**src/rtl/ads_sample_avg_if.sv**
```systemverilog
// Result bus of the decimating averager.
// Valid/ready handshake carrying window mean, min and max.
interface ads_sample_avg_if #(
  parameter int DW = 16
);
  logic          out_valid;
  logic          out_ready;
  logic [DW-1:0] out_avg;
  logic [DW-1:0] out_min;
  logic [DW-1:0] out_max;

  modport master (
    output out_valid,
    output out_avg,
    output out_min,
    output out_max,
    input  out_ready
  );

  modport slave (
    input  out_valid,
    input  out_avg,
    input  out_min,
    input  out_max,
    output out_ready
  );
endinterface

```
**src/rtl/ads_sample_avg.sv**
```systemverilog
// Decimating averager behind the ADS8685 SPI front end.
// Averages 2^LOG2N samples (round-half-up), tracks min/max.
module ads_sample_avg #(
  parameter int DW    = 16,
  parameter int LOG2N = 3
) (
  input  logic          clk_ref,
  input  logic          sys_rst,
  input  logic          din_valid,
  input  logic [DW-1:0] din,
  input  logic          clr,
  output logic          overrun,
  ads_sample_avg_if.master out_if
);

  localparam int AW = DW + LOG2N;
  localparam int CW = LOG2N + 1;
  localparam logic [CW-1:0] WIN = CW'(2 ** LOG2N);
  localparam logic [AW-1:0] RND = AW'((2 ** LOG2N) / 2);

  typedef enum logic [1:0] {
    IDLE,
    ACC,
    FLUSH
  } state_t;

  localparam state_t FIRST_ST = (LOG2N == 0) ? FLUSH : ACC;

  state_t        state;
  state_t        state_n;
  logic          dv_q;
  logic          ev;
  logic [AW-1:0] acc;
  logic [AW-1:0] acc_rnd;
  logic [CW-1:0] cnt;
  logic [CW-1:0] cnt_inc;
  logic [DW-1:0] mn;
  logic [DW-1:0] mx;
  logic [DW-1:0] avg;
  logic          ld_first;
  logic          ld_acc;
  logic          flush;
  logic          slot_free;

  assign ev        = din_valid & ~dv_q;
  assign cnt_inc   = cnt + CW'(1);
  assign acc_rnd   = acc + RND;
  assign avg       = acc_rnd[AW-1:LOG2N];
  assign slot_free = ~out_if.out_valid | out_if.out_ready;

  always_ff @(posedge clk_ref or posedge sys_rst) begin
    if (sys_rst) begin
      state <= IDLE;
    end else if (clr) begin
      state <= IDLE;
    end else begin
      state <= state_n;
    end
  end

  always_comb begin
    state_n  = state;
    ld_first = 1'b0;
    ld_acc   = 1'b0;
    flush    = 1'b0;
    unique case (state)
      IDLE: begin
        if (ev) begin
          ld_first = 1'b1;
          state_n  = FIRST_ST;
        end
      end
      ACC: begin
        if (ev) begin
          ld_acc = 1'b1;
          if (cnt_inc == WIN) state_n = FLUSH;
        end
      end
      FLUSH: begin
        // A new window may open in the same cycle the old one drains
        flush    = 1'b1;
        ld_first = ev;
        state_n  = ev ? FIRST_ST : IDLE;
      end
      default: state_n = IDLE;
    endcase
  end

  always_ff @(posedge clk_ref or posedge sys_rst) begin
    if (sys_rst) begin
      dv_q <= 1'b0;
      acc  <= '0;
      cnt  <= '0;
      mn   <= '0;
      mx   <= '0;
    end else begin
      dv_q <= din_valid;
      if (clr) begin
        acc <= '0;
        cnt <= '0;
      end else if (ld_first) begin
        acc <= AW'(din);
        mn  <= din;
        mx  <= din;
        cnt <= CW'(1);
      end else if (ld_acc) begin
        acc <= acc + AW'(din);
        mn  <= (din < mn) ? din : mn;
        mx  <= (din > mx) ? din : mx;
        cnt <= cnt_inc;
      end
    end
  end

  always_ff @(posedge clk_ref or posedge sys_rst) begin
    if (sys_rst) begin
      out_if.out_valid <= 1'b0;
      out_if.out_avg   <= '0;
      out_if.out_min   <= '0;
      out_if.out_max   <= '0;
      overrun          <= 1'b0;
    end else if (clr) begin
      out_if.out_valid <= 1'b0;
      overrun          <= 1'b0;
    end else if (flush && slot_free) begin
      out_if.out_valid <= 1'b1;
      out_if.out_avg   <= avg;
      out_if.out_min   <= mn;
      out_if.out_max   <= mx;
    end else begin
      if (flush) overrun <= 1'b1;
      if (out_if.out_valid && out_if.out_ready) begin
        out_if.out_valid <= 1'b0;
      end
    end
  end

endmodule

```
**src/flat_wrapper.sv**
```systemverilog
// flat-port wrapper written by rule: the top's interface ports become plain ports
module ads_sample_avg_flat 
#(
  parameter int DW    = 16,
  parameter int LOG2N = 3
)
  (clk_ref, sys_rst, din_valid, din, clr, overrun, out_if_out_valid, out_if_out_avg, out_if_out_min, out_if_out_max, out_if_out_ready);
  ads_sample_avg_if #(.DW(DW)) out_if_i ();
  input  logic clk_ref;
  input  logic sys_rst;
  input  logic din_valid;
  input  logic [DW-1:0] din;
  input  logic clr;
  output logic overrun;
  output wire logic [$bits(out_if_i.out_valid)-1:0] out_if_out_valid;
  output wire logic [$bits(out_if_i.out_avg)-1:0] out_if_out_avg;
  output wire logic [$bits(out_if_i.out_min)-1:0] out_if_out_min;
  output wire logic [$bits(out_if_i.out_max)-1:0] out_if_out_max;
  input wire logic [$bits(out_if_i.out_ready)-1:0] out_if_out_ready;
  assign out_if_out_valid = out_if_i.out_valid;
  assign out_if_out_avg = out_if_i.out_avg;
  assign out_if_out_min = out_if_i.out_min;
  assign out_if_out_max = out_if_i.out_max;
  assign out_if_i.out_ready = out_if_out_ready;
  ads_sample_avg #(.DW(DW), .LOG2N(LOG2N)) u_core (.clk_ref(clk_ref), .sys_rst(sys_rst), .din_valid(din_valid), .din(din), .clr(clr), .overrun(overrun), .out_if(out_if_i));
endmodule
```
**config.mk**
```make
export PLATFORM = sky130hd
export DESIGN_NAME = ads_sample_avg_flat
export DESIGN_NICKNAME = d
export VERILOG_FILES = /design/src/rtl/ads_sample_avg_if.sv /design/src/rtl/ads_sample_avg.sv /design/src/flat_wrapper.sv
export SDC_FILE = /design/constraint.sdc
export NUM_CORES = 1
export LEC_CHECK = 0
export CORE_MARGIN = 5
export CORE_UTILIZATION = 40
export DETAILED_ROUTE_END_ITERATION = 12
export PLACE_DENSITY = 0.72
export SLEW_MARGIN = 20
export SYNTH_ARGS = -nofsm -noshare
export SYNTH_HDL_FRONTEND = slang
export SYNTH_SLANG_ARGS = --single-unit
```
**constraint.sdc**
```tcl
create_clock -name clk_ref -period 4.7 [get_ports clk_ref]
set_clock_uncertainty 0.1 [all_clocks]
set_input_delay 0.94 -clock clk_ref [delete_from_list [all_inputs] [get_ports clk_ref]]
set_output_delay 0.94 -clock clk_ref [all_outputs]
set_load 0.05 [all_outputs]
```
# Yosys cells after proc, flatten, opt, wreduce, memory -nomap -nowiden
# Index checks and enable logic that the tools add are counted.
# totals
regBits	108
out_inout_bits	50
wordCells	70
# op_classes
n_addsub	3
order_cmp	2
eq_ne	7
mux	28
bitwise	5
reduce_logical	14
# op_table
op	n
2-to-1 mux 16 bit	6
2-to-1 mux 19 bit	3
adder 19 x 16 -> 19 bit	1
adder 19 x 3 -> 19 bit, second input constant	1
greater-than comparator 16 bit	1
< comparator 16 bit	1
2-to-1 mux 4 bit	3
2-to-1 mux 1 bit	10
!= test 3 x 2 -> 1 bit, second input constant	3
AND reduction 3 bit	3
2-to-1 mux 2 bit	4
nonzero test 2 bit	4
one-hot mux 2 bit (3 select lines)	1
nonzero test 3 bit	2
adder 4 x 1 -> 4 bit, second input constant	1
== test 4 bit, second input constant	1
AND reduction 2 bit	2
inverter 1 bit	3
== test 2 x 1 -> 1 bit, second input constant	1
== test 2 bit, second input constant	1
logical AND 1 bit	2
logical NOT 2 bit	1
!= test 2 bit, second input constant	1
one-hot mux 1 bit (2 select lines)	1
2 further kinds	2

# Logic depth before layout (Yosys ltp)
# Gate-level depths: netlist (run 1).
# depth
depth_word	7
ltp_mapped	9
depth_no_buf	9

# Worst setup path before layout (run 1)
# Ideal clock, no wire load.
# synth_timing
path_type	input-to-reg
from	in din[1]
to	reg u_core.mx[0]
setup_time_ns	0.125
arrival_ns	2.895
required_time_ns	4.475
path_slack_ns	1.581
cell_stages	8
n_path_buf	1
path_cell_list	ha_1 > nor2b_1 > o211ai_1 > a2111oi_0 > or4_1 > o211ai_2 > buf_2 > mux2_2
# synth_via
elab_chain_cells	3
# synth_lines
element	line_no	text
from (decl)	flat_wrapper.sv:12	input logic [DW-1:0] din;
greater-than comparator 16 bit	ads_sample_avg.sv:109	mx <= (din > mx) ? din : mx;
nonzero test 2 bit (no line)	--	
AND reduction 3 bit (no line)	--	
to (signal assigned)	ads_sample_avg.sv:104	mx <= din;
to (signal assigned)	ads_sample_avg.sv:109	
to (decl)	ads_sample_avg.sv:38	logic [DW-1:0] mx;
# No other way between the ends.
# A chain may end at the register's enable or synchronous reset.

# Worst setup path after layout (run 1)
# layout_timing
from	in din[0]
to	reg u_core.acc[12]
# layout_via
elab_chain_cells	4
# layout_lines
element	line_no	text
adder 19 x 16 -> 19 bit	ads_sample_avg.sv:107	acc <= acc + AW'(din);
2-to-1 mux 19 bit	ads_sample_avg.sv:106	end else if (ld_acc) begin
2-to-1 mux 19 bit	ads_sample_avg.sv:101	end else if (ld_first) begin
2-to-1 mux 19 bit	ads_sample_avg.sv:98	if (clr) begin
to (signal assigned)	ads_sample_avg.sv:102	acc <= AW'(din);
to (signal assigned)	ads_sample_avg.sv:107	
to (decl)	ads_sample_avg.sv:33	logic [AW-1:0] acc;
# No other way between the ends. The select of a mux whose other input is x is not followed.

==> results of run 1 <==
==> worst paths after layout <==
kind,start,end
worst max-delay path,din[0],u_core.acc[12]$_DFFE_PP0P_
worst min-delay path,u_core.overrun$_DFFE_PP0P_,u_core.overrun$_DFFE_PP0P_
worst max register to register,u_core.state[1]$_DFFE_PP0P_,u_core.acc[17]$_DFFE_PP0P_
worst min register to register,u_core.overrun$_DFFE_PP0P_,u_core.overrun$_DFFE_PP0P_
max in group asynchronous,sys_rst,u_core.out_if.out_avg[6]$_DFFE_PP0P_
min in group asynchronous,sys_rst,u_core.out_if.out_min[13]$_DFFE_PP0P_
==> routing by layer <==
metal | up-vias | GRT usage [%] | wire length (um)
li1 | 2364 | - | -
met5 | - | 0 | 0
met4 | 0 | 5.60 | 332
met2 | 165 | 27.5 | 6830
met1 | 2384 | 24.0 | 7080
met3 | 30 | 4.36 | 967
==> area by class of cell <==
class                      count  share of cell area [%]
sequential                   108                    36.5
timing repair buffer          83                    10.8
tap                          188                    3.17
multi-input combinational    437                    43.8
clock inverter                 4                   0.439
inverter                      40                    2.06
clock buffer                  12                    3.32
==> worst max-delay path, delay by kind of cell <==
kind | cells | cell delay [ns]
AOI/OAI and AO/OA | 4 | 1.20
buffers and inverters | 2 | 0.64
adders and majority gates | 2 | 0.60
and+or+nand+nor | 2 | 0.42
==> stage by stage <==
| step | area, um^2 | hold slack, ns | utilization (%) | setup WS (ns) |
|---|---|---|---|---|
| 2_1_floorplan | 6200 | 0.371 | - | 0.814 |
| 3_3_place_gp | 7130 | 0.382 | 46.9 | 0.818 |
| 3_5_place_dp | 7130 | 0.391 | 46.9 | 0.692 |
| 4_1_cts | 7410 | 0.405 | 48.8 | 1.04 |
| 5_1_grt | 7410 | 0.415 | 48.8 | 0.800 |
| 6_report | 7410 | 0.398 | 48.8 | 1.05 |
==> logic make-up after synthesis <==
group | Yosys count | share of synthesized area [%]
compound gates | 130 | 13.8
xor+xnor | 21 | 2.97
fa+ha+maj | 50 | 10.2
buf+inv | 65 | 4.14
flops | 108 | 43.6
mux | 68 | 12.3
simple gates | 168 | 13.0
==> power by group through the flow <==
stage	Clock, mW	Combinational, mW	Sequential (mW)
3_5_place_dp	0	0.819	1.25
4_1_cts	0.752	0.830	1.23
2_1_floorplan	0	0.590	1.21
3_3_place_gp	0	0.772	1.24
5_1_grt	0.789	0.930	1.26
6_report	0.734	0.827	1.24
==> sequential cells by signal (all words and copies together), names as in the netlist <==
signal	flops
u_core.cnt	4
u_core.acc	19
u_core.dv_q	1
u_core.out_if.out_min	16
u_core.state	2
u_core.mx	16
u_core.overrun	1
u_core.mn	16
u_core.out_if.out_max	16
u_core.out_if.out_avg	16
u_core.out_if.out_valid	1
==> cell usage after synthesis (3+ instances only) <==
library cell / count / share of area (%)
nor2b_1: 8 / 0.81
nor3_1: 15 / 1.2
nand4_1: 11 / 1.1
nor2_1: 48 / 2.9
mux2i_1: 4 / 0.65
a311oi_1: 5 / 0.71
inv_1: 40 / 2.4
ha_1: 49 / 9.9
o21ai_0: 16 / 1.3
clkbuf_1: 20 / 1.2
nand2_1: 40 / 2.4
a221oi_1: 4 / 0.57
a21oi_1: 46 / 3.7
xnor2_1: 12 / 1.7
a21o_1: 9 / 1.1
a22oi_1: 5 / 0.61
and4_1: 3 / 0.42
o211ai_1: 6 / 0.73
buf_2: 4 / 0.32
and3_1: 7 / 0.71
xor2_1: 9 / 1.3
dfrtp_1: 108 / 44
nand3_1: 18 / 1.5
a211oi_1: 9 / 1.1
mux2_2: 64 / 12
o21a_1: 5 / 0.61
a31oi_1: 3 / 0.30
or3_1: 3 / 0.30
nand2b_1: 4 / 0.40
==> flow_summary_export.csv, run 1 <==
group,metric,value,unit
job,drv_cap,0,
final_layout,area_delta_synth_final,19.6,%
placement,portBuffers,70,
worst_setup_path,slowest_stage,"a211oi_1",
final_layout,final_nets,750,
placement,dpl.hpwl,11.1,mm
timing,drv_slew,0,
timing,slew_headroom,50.7,%
power_and_ir_drop,power_density,377,nW/um^2
timing,tightest_slew,0.739,ns
clock_network,post-cts-setup-buffers,0,
synthesis,yosys_warnings,0,
placement,dp_cells,856,
synthesis,synth_edf_count,0,
grt,grt_first_pass_wirelength,25.6,mm
clock_network,cts_hold_buf,0,
die,io_pins,71,
clock_network,cts_buffer_depth,2,
final_layout,drive_above_1_share,13.9,%
power_and_ir_drop,peakVddDrop,0.295,mV
synthesis,ys_ff_latch,108,
final_layout,layout.area.seq,2700,um^2
synthesis,async_reset_ff_share,100,%
worst_setup_path,setup.worst_path.start_class,"input pin",
timing,finalWorstPathRequiredPeriod,3.65,ns
synthesis,synth_seq_area_share,43.6,%
timing,min_period_over_period,77.6,%
grt,grtUsageTotal,17.5,%
worst_setup_path,cp_slowest_stage_delay,0.60,ns
clock_network,insertion_delay,0.36,ns
route,via_per_inst,5.67,
worst_setup_path,critPathKind,"input pin to register",
synthesis,synthCells,610,
grt,gr-total-overflow,0,
die,die_w,134,um
clock_network,root_buffer,"clkbuf_16",
worst_hold_path,whs_path_depth,2,
clock_network,cts_num_sinks,108,
power_and_ir_drop,p_switching,0.943,mW
power_and_ir_drop,p_clk_share,26.3,%
power_and_ir_drop,pwr-share-seq,44.2,%
worst_setup_path,crit_arrival,3.80,ns
timing,timing.setup.tns,0,ns
worst_hold_path,min_path_type,"register to register",
final_layout,fin_cells,872,
timing,fmax,0.274,GHz
power_and_ir_drop,intPower,1.85,mW
worst_setup_path,crit_required,4.86,ns
clock_network,h-tree-depth,3,
final_layout,mostFrequentLayoutCells,"108 x dfrtp_1, 70 x clkdlybuf4s50_1, 64 x mux2_2",
synthesis,yosysUniqueCellTypes,56,
route,drc_errors,0,
synthesis,synthesis.nets,681,
clock_network,cts_tree,"done",
final_layout,mostFrequentLayoutCell,"dfrtp_1",
worst_setup_path,reg2reg_setup_slack,1.91,ns
clock_network,cts_resized,0,
placement,gp_congestion,0.828,
die,die-area,18100,um^2
power_and_ir_drop,p_leak,3.36,nW
timing,hold_viol,0,
route,wl_per_cell,17.4,um
route,ant_nets,0,
die,core,15200,um^2
power_and_ir_drop,design_power_total,2.80,mW
timing,rsz0062_at_grt,"no",
clock_network,numCtsBuffers,9,
route,vias,4943,
clock_network,cts.clk_slew.worst_paths,0.07,ns
grt,grt_max_degree,59,
worst_setup_path,r2r_cells,6,
die,die_h,134,um
status,status,"complete, no violations",
final_layout,multi_input_area,3250,um^2
power_and_ir_drop,netSwitchingFraction,33.7,%
power_and_ir_drop,combPwrFrac,29.6,%
worst_setup_path,worst_setup_path_end_kind,"register",
final_layout,diodes,0,
synthesis,syn_area_per_cell,10.2,um^2
final_layout,nFillCells,1390,
synthesis,synth_area,6200,um^2
timing,finalSetupViolCount,0,
worst_setup_path,crit_chain,"clkdlybuf4s50_1 > ha_1 > inv_1 > fa_1 > nor2b_1 > o2111ai_1 > a211oi_1 > o211ai_1 > and3_1 > o32ai_1",
die,num_rows,45,
worst_setup_path,crit_fanout,6,
die,initial_core_util,40.8,%
grt,antenna_found_initial,0,
synthesis,synth-main-ff-cell,"dfrtp_1",
route,drt_iter0_markers,317,
route,dr.pass1.iters,5,
route,wirelength,15.2,mm
grt,grt_pass1_vias,5086,
Note: power is estimated with default switching activity, not from simulation.
==> inputs of run 2 (changes only) <==
Clock period 4.7 ns to 3.8 ns, I/O delays scaled along.
==> run 2 against run 1 <==
Effect of this change:
- setup slack got worse by 0.47 ns
- final cell count increased by 0.80%
- die area unchanged
- critical path type unchanged
- largest cell class unchanged
==> flow_summary_export.csv, run 2 (synthesized netlist as in run 1, its figures left out) <==
group,metric,value,unit
worst_hold_path,min_path_type,"register to register",
worst_hold_path,hp-start,"u_core.out_if.out_min[15]$_DFFE_PP0P_",
final_layout,fin_cells,879,
clock_network,cts_resized,0,
clock_network,h-tree-depth,3,
final_layout,nFillCells,1359,
placement,portBuffers,70,
route,drt_iter0_markers,253,
grt,grt_first_pass_wirelength,25.0,mm
die,core,15200,um^2
worst_setup_path,r2r-end,"u_core.acc[12]$_DFFE_PP0P_",
route,via_per_inst,5.57,
final_layout,drive_above_1_share,14.9,%
timing,timing.setup.tns,0,ns
final_layout,largest_register_ffs,19,
route,dr.pass1.iters,4,
route,drc_errors,0,
final_layout,mostFrequentLayoutCells,"108 x dfrtp_1, 70 x clkdlybuf4s50_1, 64 x mux2_2",
grt,grt_max_degree,55,
timing,finalSetupViolCount,0,
worst_setup_path,r2r_cells,10,
timing,fmax,0.311,GHz
clock_network,cts_num_sinks,108,
timing,finalWorstPathRequiredPeriod,3.21,ns
clock_network,cts.clk_slew.worst_paths,0.07,ns
worst_setup_path,crit_arrival,3.39,ns
final_layout,final_nets,757,
worst_setup_path,critPathKind,"input pin to register",
clock_network,insertion_delay,0.36,ns
placement,place_worst_setup_slack,0.281,ns
final_layout,area_delta_synth_final,20.5,%
die,io_pins,71,
worst_setup_path,crit_fanout,5,
worst_setup_path,setup.worst_path.start,"din[1]",
worst_setup_path,worst_setup_path_end_kind,"register",
worst_setup_path,setup.worst_path.start_class,"input pin",
clock_network,cts_buffer_depth,2,
grt,grt_pass1_vias,4992,
die,initial_core_util,40.8,%
clock_network,post-cts-setup-buffers,0,
clock_network,cts_tree,"done",
timing,tightest_slew,0.669,ns
job,drv_cap,0,
worst_setup_path,crit_chain,"clkdlybuf4s50_1 > inv_1 > fa_1 > nor2b_1 > o2111ai_1 > a211oi_1 > buf_4 > o211ai_1 > and3_1 > o32ai_1",
final_layout,largest_register,"u_core.acc",
placement,dp_cells,863,
worst_setup_path,cp_slowest_stage_delay,0.59,ns
route,ant_nets,0,
grt,antenna_found_initial,0,
worst_setup_path,slowest_stage,"clkdlybuf4s50_1",
route,vias,4899,
timing,min_period_over_period,84.5,%
status,status,"complete, no violations",
placement,gp_congestion,0.902,
die,num_rows,45,
grt,grtUsageTotal,17.2,%
power_and_ir_drop,power_density,463,nW/um^2
timing,setup_ws,0.589,ns
final_layout,mostFrequentLayoutCell,"dfrtp_1",
timing,hold_viol,0,
power_and_ir_drop,peakVddDrop,0.328,mV
placement,dpl.hpwl,11.1,mm
worst_setup_path,crit_required,3.97,ns
die,die-area,18100,um^2
clock_network,root_buffer,"clkbuf_16",
timing,rsz0062_at_grt,"no",
timing,slew_headroom,55.4,%
die,die_h,134,um
worst_setup_path,crit_path_end,"u_core.acc[12]$_DFFE_PP0P_",
power_and_ir_drop,p_leak,3.40,nW
worst_setup_path,r2r-start,"u_core.acc[0]$_DFFE_PP0P_",
final_layout,layout.area.seq,2700,um^2
route,wirelength,14.8,mm
worst_setup_path,reg2reg_setup_slack,1.20,ns
route,wl_per_cell,16.8,um
final_layout,multi_input_area,3250,um^2
die,die_w,134,um
clock_network,numCtsBuffers,9,
timing,drv_slew,0,
grt,gr-total-overflow,0,
final_layout,diodes,0,
clock_network,cts_hold_buf,0,
final_layout,final_util,49.1,%
run 2: changes by cell type in the layout (fill, tap and decap cells not counted), sizes merged:
cell | before | now
clkbuf | 12 | 11
inv | 42 | 43
buf | 13 | 20
run 2: how the worst min path moves through the flow:
stage / depth (start not counted) / end
after CTS: 1 / u_core.out_if.out_min[6]$_DFFE_PP0P_
after global placement: 2 / u_core.overrun$_DFFE_PP0P_
after global routing: 1 / u_core.out_if.out_min[13]$_DFFE_PP0P_
after floorplan: 1 / u_core.cnt[3]$_DFFE_PP0P_
final: 1 / u_core.out_if.out_min[15]$_DFFE_PP0P_
after detailed placement: 1 / u_core.out_if.out_max[5]$_DFFE_PP0P_
run 2: per-layer routing:
metal | vias up | track usage, % | routed length (um)
li1 | 2365 | - | -
met1 | 2380 | 23.8 | 7050
met2 | 138 | 26.6 | 6670
met3 | 16 | 3.91 | 835
met4 | 0 | 5.94 | 236
met5 | - | 0 | 0
run 2: critical path, delay by kind of cell:
kind                     cells  cell delay, ns
buffers and inverters        3            0.91
AO/OA/AOI/OAI                4            0.83
adder cells (fa/ha/maj)      1            0.46
AND/OR/NAND/NOR              2            0.42
run 2: report_power, final:
group,leakage (nW),switching (mW),internal [mW],total [mW]
registers,1.39,0.185,1.35,1.53
clock network,0.138,0.446,0.471,0.917
logic,1.87,0.528,0.478,1.01
run 2: cell type report:
type | count | share of cell area (%)
clock buffer | 11 | 3.25
clock inverter | 5 | 0.553
tap | 188 | 3.15
inverter | 40 | 2.04
timing repair buffer | 90 | 11.4
sequential | 108 | 36.2
multi-input combinational | 437 | 43.4
run 2: metrics by stage:
step | hold slack, ns | power, mW | area, um^2
after global routing | 0.429 | 3.70 | 7470
after CTS | 0.416 | 3.49 | 7470
final | 0.408 | 3.46 | 7470
after detailed placement | 0.396 | 2.56 | 7190
after global placement | 0.376 | 2.49 | 7190
after floorplan | 0.371 | 2.23 | 6200
==> inputs of run 3 (changes only) <==
Settings changed: PLACE_DENSITY 0.72 to 0.74.
Clock period 3.8 ns to 2.9 ns, I/O delays scaled along.
==> run 3 against run 2 <==
Effect of this change:
- hold slack got worse by 0.0048 ns
- clock power grew 48%
- critical path type unchanged
- sequential power up 32%
- combinational power is 47% higher
- routed wire length is 7.4% higher
- global-route usage grew 0.91 points
- setup slack got worse by 0.51 ns
- first-iteration DRC count rose by 36%
- sequential share of layout area shrank 2.4 points
==> flow_summary_export.csv, run 3 (synthesized netlist as in run 1, its figures left out) <==
group,metric,value,unit
die,io_pins,71,
timing,slew_headroom,59.8,%
placement,dp_cells,911,
worst_setup_path,cp.buffers_inverters,2,
clock_network,root_buffer,"clkbuf_16",
power_and_ir_drop,pwr-share-seq,41.6,%
worst_setup_path,crit_cells,8,
power_and_ir_drop,design_power_total,4.86,mW
placement,place_worst_setup_slack,-0.421,ns
final_layout,area_delta_synth_final,29.0,%
power_and_ir_drop,p_leak,3.74,nW
route,wirelength,15.9,mm
timing,hold_viol,0,
die,initial_core_util,40.8,%
route,drt_iter0_markers,345,
power_and_ir_drop,peakVddDrop,0.324,mV
clock_network,cts_buffer_depth,2,
worst_setup_path,crit_required,3.05,ns
grt,grtUsageTotal,18.1,%
timing,finalWorstPathRequiredPeriod,2.82,ns
timing,finalSetupViolCount,0,
worst_setup_path,setup.worst_path.start_class,"input pin",
status,status,"complete, no violations",
job,drv_cap,0,
worst_setup_path,crit_family,"buffers and inverters",
timing,drv_slew,0,
final_layout,fin_area,8000,um^2
power_and_ir_drop,p_switching,1.58,mW
worst_setup_path,slowest_stage,"clkdlybuf4s50_1",
clock_network,numCtsBuffers,9,
final_layout,mostFrequentLayoutCell,"dfrtp_1",
placement,portBuffers,70,
clock_network,insertion_delay,0.36,ns
grt,grt_max_degree,63,
power_and_ir_drop,intPower,3.28,mW
final_layout,drive_above_1_share,21.1,%
final_layout,fin_cells,928,
grt,antenna_found_initial,0,
die,num_rows,45,
clock_network,cts_tree,"done",
timing,fmax,0.355,GHz
route,drc_errors,0,
power_and_ir_drop,combPwrFrac,30.4,%
final_layout,final_nets,806,
timing,hold_ws,0.403,ns
worst_setup_path,critPathKind,"input pin to register",
clock_network,post-cts-setup-buffers,0,
power_and_ir_drop,netSwitchingFraction,32.5,%
route,wl_per_cell,17.1,um
final_layout,largest_register_ffs,19,
route,via_per_inst,5.52,
clock_network,h-tree-depth,3,
route,dr.pass1.iters,5,
final_layout,diodes,0,
die,die_h,134,um
worst_setup_path,crit_arrival,2.97,ns
clock_network,cts.clk_slew.worst_paths,0.07,ns
power_and_ir_drop,power_density,607,nW/um^2
grt,gr-total-overflow,0,
route,ant_nets,0,
die,die-area,18100,um^2
worst_setup_path,cp_slowest_stage_delay,0.53,ns
die,die_w,134,um
placement,dpl.hpwl,11.9,mm
die,core,15200,um^2
worst_setup_path,crit_chain,"clkdlybuf4s50_1 > ha_1 > o211ai_1 > a2111oi_1 > or4_1 > o211ai_2 > clkbuf_16 > mux2_2",
worst_setup_path,worst_setup_path_end_kind,"register",
worst_hold_path,whs_path_depth,2,
clock_network,cts_num_sinks,108,
timing,setup_ws,0.0810,ns
worst_hold_path,min_path_type,"register to register",
final_layout,mostFrequentLayoutCells,"108 x dfrtp_1, 64 x mux2_2, 64 x clkdlybuf4s50_1",
grt,grt_pass1_vias,5260,
route,vias,5119,
power_and_ir_drop,p_clk_share,28.1,%
timing,min_period_over_period,97.2,%
final_layout,largest_register,"u_core.acc",
grt,grt_first_pass_wirelength,26.4,mm
placement,gp_congestion,0.889,
placement,placedInstanceArea,7620,um^2
timing,tightest_slew,0.599,ns
timing,timing.setup.tns,0,ns
final_layout,final_util,52.6,%
worst_setup_path,crit_fanout,8,
worst_setup_path,r2r_cells,9,
==> run 3: cell count changes in the layout (fill, tap and decap cells not counted), moves of 2 or more <==
cell	previous run	this run
buf_4	20	62
buf_12	0	6
clkdlybuf4s50_1	70	64
dlymetal6s2s_1	0	6
bufinv_16	0	2
==> run 3: worst reg2reg max path: stages (launching register included) <==
cell	delay, ns
dfrtp_1	0.38
inv_1	0.07
ha_1	0.23
nor2b_1	0.13
o211ai_1	0.17
a2111oi_1	0.11
or4_1	0.43
o211ai_2	0.30
clkbuf_16	0.22
mux2_2	0.33
==> run 3: timing repair <==
action                                  CTS  global route
endpoints found under the setup margin    1            18
pin swaps                                 0             4
hold endpoints to repair                  0             0
resized for setup                         1            10
gates cloned                              0             1
hold buffers                              0             0
==> run 3: per-layer routing <==
layer | part of all wire [%] | track usage, %
met5 | 0 | 0
met1 | 46 | 23.9
met3 | 4.5 | 3.58
met2 | 48 | 30.1
met4 | 1.6 | 5.60
==> run 3: final cells by class <==
| class | instances | area [um^2] |
|---|---|---|
| well taps | 188 | 235 |
| clock buffers | 10 | 229 |
| inverters | 40 | 154 |
| fillers | 1367 | 7200 |
| repair buffers | 139 | 1330 |
| clock inverters | 6 | 93.8 |
| flip-flops and latches | 108 | 2700 |
| multi-input cells | 437 | 3260 |
==> run 3: worst paths after layout <==
| kind | startpoint | end | slack (ns) |
|---|---|---|---|
| max reg2reg | u_core.mx[1]$_DFFE_PP0P_ | u_core.mx[9]$_DFFE_PP0P_ | 0.32 |
| min | u_core.overrun$_DFFE_PP0P_ | u_core.overrun$_DFFE_PP0P_ | 0.40 |
| min in group asynchronous | sys_rst | u_core.acc[0]$_DFFE_PP0P_ | 0.54 |
| max | din[2] | u_core.mx[9]$_DFFE_PP0P_ | 0.08 |
| min reg2reg | u_core.overrun$_DFFE_PP0P_ | u_core.overrun$_DFFE_PP0P_ | 0.40 |
| max in group asynchronous | sys_rst | u_core.out_if.out_avg[7]$_DFFE_PP0P_ | 1.56 |
==> run 3: power groups by stage <==
stage | Clock, mW | Combinational [mW] | Sequential [mW]
CTS | 1.39 | 1.46 | 2.01
global route | 1.44 | 1.67 | 2.04
global placement | 0 | 1.37 | 2.02
detailed placement | 0 | 1.45 | 2.04
finish | 1.36 | 1.48 | 2.02
floorplan | 0 | 0.957 | 1.97
